File: src/rtl/nibble_mayor_2in.sv
// nibble_mayor_2in: registered unsigned maximum of two 4-bit operands.
// The magnitude compare walks the bits MSB-first, keeping per-bit "a greater",
// "b greater" and "equal so far" flags. The first differing bit decides which
// operand wins. The selected operand is registered, so there is exactly one
// clock of latency and no combinational path from the inputs to the output.
module nibble_mayor_2in (
  input  logic       clk,
  input  logic       reset_L,
  input  logic [3:0] nm2_a,
  input  logic [3:0] nm2_b,
  output logic [3:0] nm2_mayor
);

  logic [3:0] a_gt_bit;
  logic [3:0] b_gt_bit;
  logic [4:0] eq_so_far;
  logic       a_greater;
  logic       b_greater;
  logic       pick_a;
  logic [3:0] mayor_next;
  logic [3:0] mayor_reg;

  // MSB-first compare chain: a bit only decides while all higher bits matched
  always_comb begin
    a_gt_bit     = 4'b0000;
    b_gt_bit     = 4'b0000;
    eq_so_far    = 5'b00000;
    eq_so_far[4] = 1'b1;
    for (int i = 3; i >= 0; i--) begin
      a_gt_bit[i]  = eq_so_far[i+1] &  nm2_a[i] & ~nm2_b[i];
      b_gt_bit[i]  = eq_so_far[i+1] & ~nm2_a[i] &  nm2_b[i];
      eq_so_far[i] = eq_so_far[i+1] & ~(nm2_a[i] ^ nm2_b[i]);
    end
  end

  // Final select: take a when it won a bit or the operands are fully equal
  always_comb begin
    a_greater  = |a_gt_bit;
    b_greater  = |b_gt_bit;
    pick_a     = (a_greater | eq_so_far[0]) & ~b_greater;
    mayor_next = pick_a ? nm2_a : nm2_b;
  end

  // Result register, cleared asynchronously so a pending result is discarded
  always_ff @(posedge clk or negedge reset_L) begin
    if (!reset_L) begin
      mayor_reg <= 4'h0;
    end else begin
      mayor_reg <= mayor_next;
    end
  end

  assign nm2_mayor = mayor_reg;

endmodule

File: config.mk
export PLATFORM = sky130hd
export DESIGN_NAME = nibble_mayor_2in
export DESIGN_NICKNAME = d
export VERILOG_FILES = /design/src/rtl/nibble_mayor_2in.sv
export SDC_FILE = /design/constraint.sdc
export NUM_CORES = 1
export LEC_CHECK = 0
export ABC_AREA = 1
export BUFFER_PORTS_ARGS = -buffer_cell sky130_fd_sc_hd__buf_2
export CORE_AREA = 2 2 39 41
export CTS_CLUSTER_DIAMETER = 30
export CTS_CLUSTER_SIZE = 20
export DETAILED_ROUTE_END_ITERATION = 8
export DIE_AREA = 0 0 41 43
export PLACE_DENSITY = 0.5
export SYNTH_ARGS = -nofsm -noshare
export SYNTH_HDL_FRONTEND = slang
export SYNTH_SLANG_ARGS = --single-unit
export TNS_END_PERCENT = 5
File: constraint.sdc
create_clock -name clk -period 0.8 [get_ports clk]
set_clock_uncertainty 0.15 [all_clocks]
set_input_delay 0.12 -clock clk [delete_from_list [all_inputs] [get_ports clk]]
set_output_delay 0.12 -clock clk [all_outputs]
set_load 0.1 [all_outputs]
==> qor.yml <==
cts:
  cts-root-buf: "clkbuf_4"
  clock_path_buffers: 2
  numCtsBuffers: 3
  clk_pin_slew_worst_paths_ps: 40
  cts_tree: "yes"
  htree_levels: 1
  clock_sinks: 4
worst_setup_path:
  end_kind: "output pin"
  cpMaxStageDelayCell: "dfrtp_2"
  critPathMaxFanout: 1
  max_stage_delay_ps: 400
  path_cells: "buf_12"
  crit_family: "flip-flops"
  crit_arrival_ps: 800
  crit_type: "reg -> out"
  cp_data_required_time_ps: 530
  path_buf_inv: 1
  crit_path_start_kind: "flip-flop"
timing:
  holdWs_ps: -6.55
  worstMarginPinSlew_ps: 169
  setup_violations: 8
  max_freq_mhz: 931
  finalSetupTns_ps: -1530
  rsz0062_at_grt: "yes"
  final.min_clock_period_ps: 1070
  worst_slack_ps: -274
  hold_viol_final: 1
  finalCritPeriodShare: 1.34
  slew_headroom: 0.887
  finalMaxSlewViolations: 0
finish:
  num_antenna_cells: 0
  finalNetCount: 75
  drive_above_1_share: 0.541
  largest_register_ffs: 4
  area_growth_pct: 96.7
power:
  combPwrFrac: 0.499
  power.density_nw_per_um2: 1910
  irDropWorstVdd_mv: 0.473
  power_frac_seq: 0.256
  sw_frac_of_total: 0.403
  total_power_mw: 1.01
  p_sw_mw: 0.406
  power.leakage_nw: 0.290
  internal-power_mw: 0.601
  power_frac_clock: 0.246
die:
  core-area_sq_um: 1380
  die-area_sq_um: 1760
  die_y_um: 43
  io_pins: 14
  die_x_um: 41
  start_util: 0.193
  rows: 14
placement:
  dp_hpwl_um: 470
  portBuffers: 13
  place_congestion: 0.716
synthesis:
  synth_warnings: 0
  ys_ff_latch: 4
  yosysTopAreaCell: "dfrtp_1"
  synth.distinct_cells: 10
  netlist_area_sq_um: 268
  synth_top_cell_area_share: 0.374
  ys_seq_area_frac: 0.374
  synth.avg_cell_area_sq_um: 7.24
  syn_inst: 37
  ys_top_cells_by_area: "dfrtp_1, nand2_1, inv_1"
  syn_nets: 49
drt:
  routedWlPerCell_um: 7.30
  vias: 300
  wl_um: 562
  drt_iter0_drc: 7
  via_per_inst: 3.90
  drtAntennaViolNets: 0
  dr.pass1.iters: 3
  drcViolationCount: 0
run:
  max-cap-violations: 0
worst_hold_path:
  min_path_type: "in -> reg"
global_route:
  antenna_found_initial: 0
  grt_start_max_net_pins: 6
  grt_pass1_wl_um: 1040
  grt_pass1_vias: 288
  grt_overflow_total: 0
  grt_usage: 0.0875
run_status:
  status: "finished, violations left"
  failed_checks: "hold timing, setup timing"
[cell usage after synthesis]
cell type / instances
nand2_1: 14
inv_1: 7
dfrtp_1: 4
nand3_1: 4
ha_1: 2
nor2_1: 2
nand2_2: 1
nand2_4: 1
nor2_4: 1
o21a_1: 1
[cell usage in the layout, fill, tap and decap left out, drive strengths merged]
cell         count
ha               2
nand2           16
nand3            4
dfrtp            4
inv              7
o21a             1
buf             20
clkbuf           3
nor2             3
dlygate4sd3      1
[power groups by stage]
stage	Sequential [mW]	Combinational, mW	Clock, mW
finish	0.258	0.502	0.247
detailed placement	0.261	0.491	0
global route	0.259	0.536	0.285
CTS	0.258	0.504	0.262
floorplan	0.451	0.0946	0
global placement	0.260	0.490	0
[stage by stage]
step / std cells / area, sq um / setup slack (ps) / util
detailed placement: 73 / 483 / -391 / 0.349
global route: 77 / 527 / -302 / 0.381
finish: 77 / 527 / -274 / 0.381
CTS: 77 / 527 / -286 / 0.381
global placement: 73 / 483 / -377 / 0.349
floorplan: 37 / 285 / -200 / -
[cell families (layout without fill, tap and decap cells)]
| logic type | count (synthesis) | after routing | share of synthesized area |
|---|---|---|---|
| flip-flops | 4 | 4 | 0.374 |
| AND/OR/NAND/NOR | 23 | 23 | 0.407 |
| buffers and inverters | 7 | 31 | 0.0981 |
| AO/OA/AOI/OAI | 1 | 1 | 0.0280 |
| adder cells (fa/ha/maj) | 2 | 2 | 0.0934 |
[layout make-up]
type                       count  area [sq um]
clock buffer                   3          22.5
fill                         132           857
inverter                       7          26.3
multi-input combinational     26           156
sequential                     4           105
tap                           16          20.0
timing repair buffer          21           196
[metal layers]
metal  global-route usage  vias up  part of all wire
li1                     -      158                 -
met1               0.0971      130              0.38
met2                0.131       10              0.50
met3               0.0314        2             0.094
met4               0.0600        0             0.021
met5                    0        -                 0
[path summary, 6_finish.rpt]
check / start / to / depth (start not counted)
worst max-delay path: nm2_mayor[2] / nm2_mayor[2] / 1
worst min-delay path: nm2_a[2] / nm2_mayor[2] / 3
min in group asynchronous: reset_L / nm2_mayor[3] / 2
max in group asynchronous: reset_L / nm2_mayor[0] / 2
[what timing repair did]
action / in CTS / in global routing
hold buffers: 1 / 0
gates cloned: 0 / 0
pin swaps: 0 / 1
endpoints found under the hold margin: 5 / 0
endpoints found under the setup margin: 8 / 8
buffers inserted: 0 / 0
gates resized for setup: 3 / 0
Power figures use the tool's default switching activity.
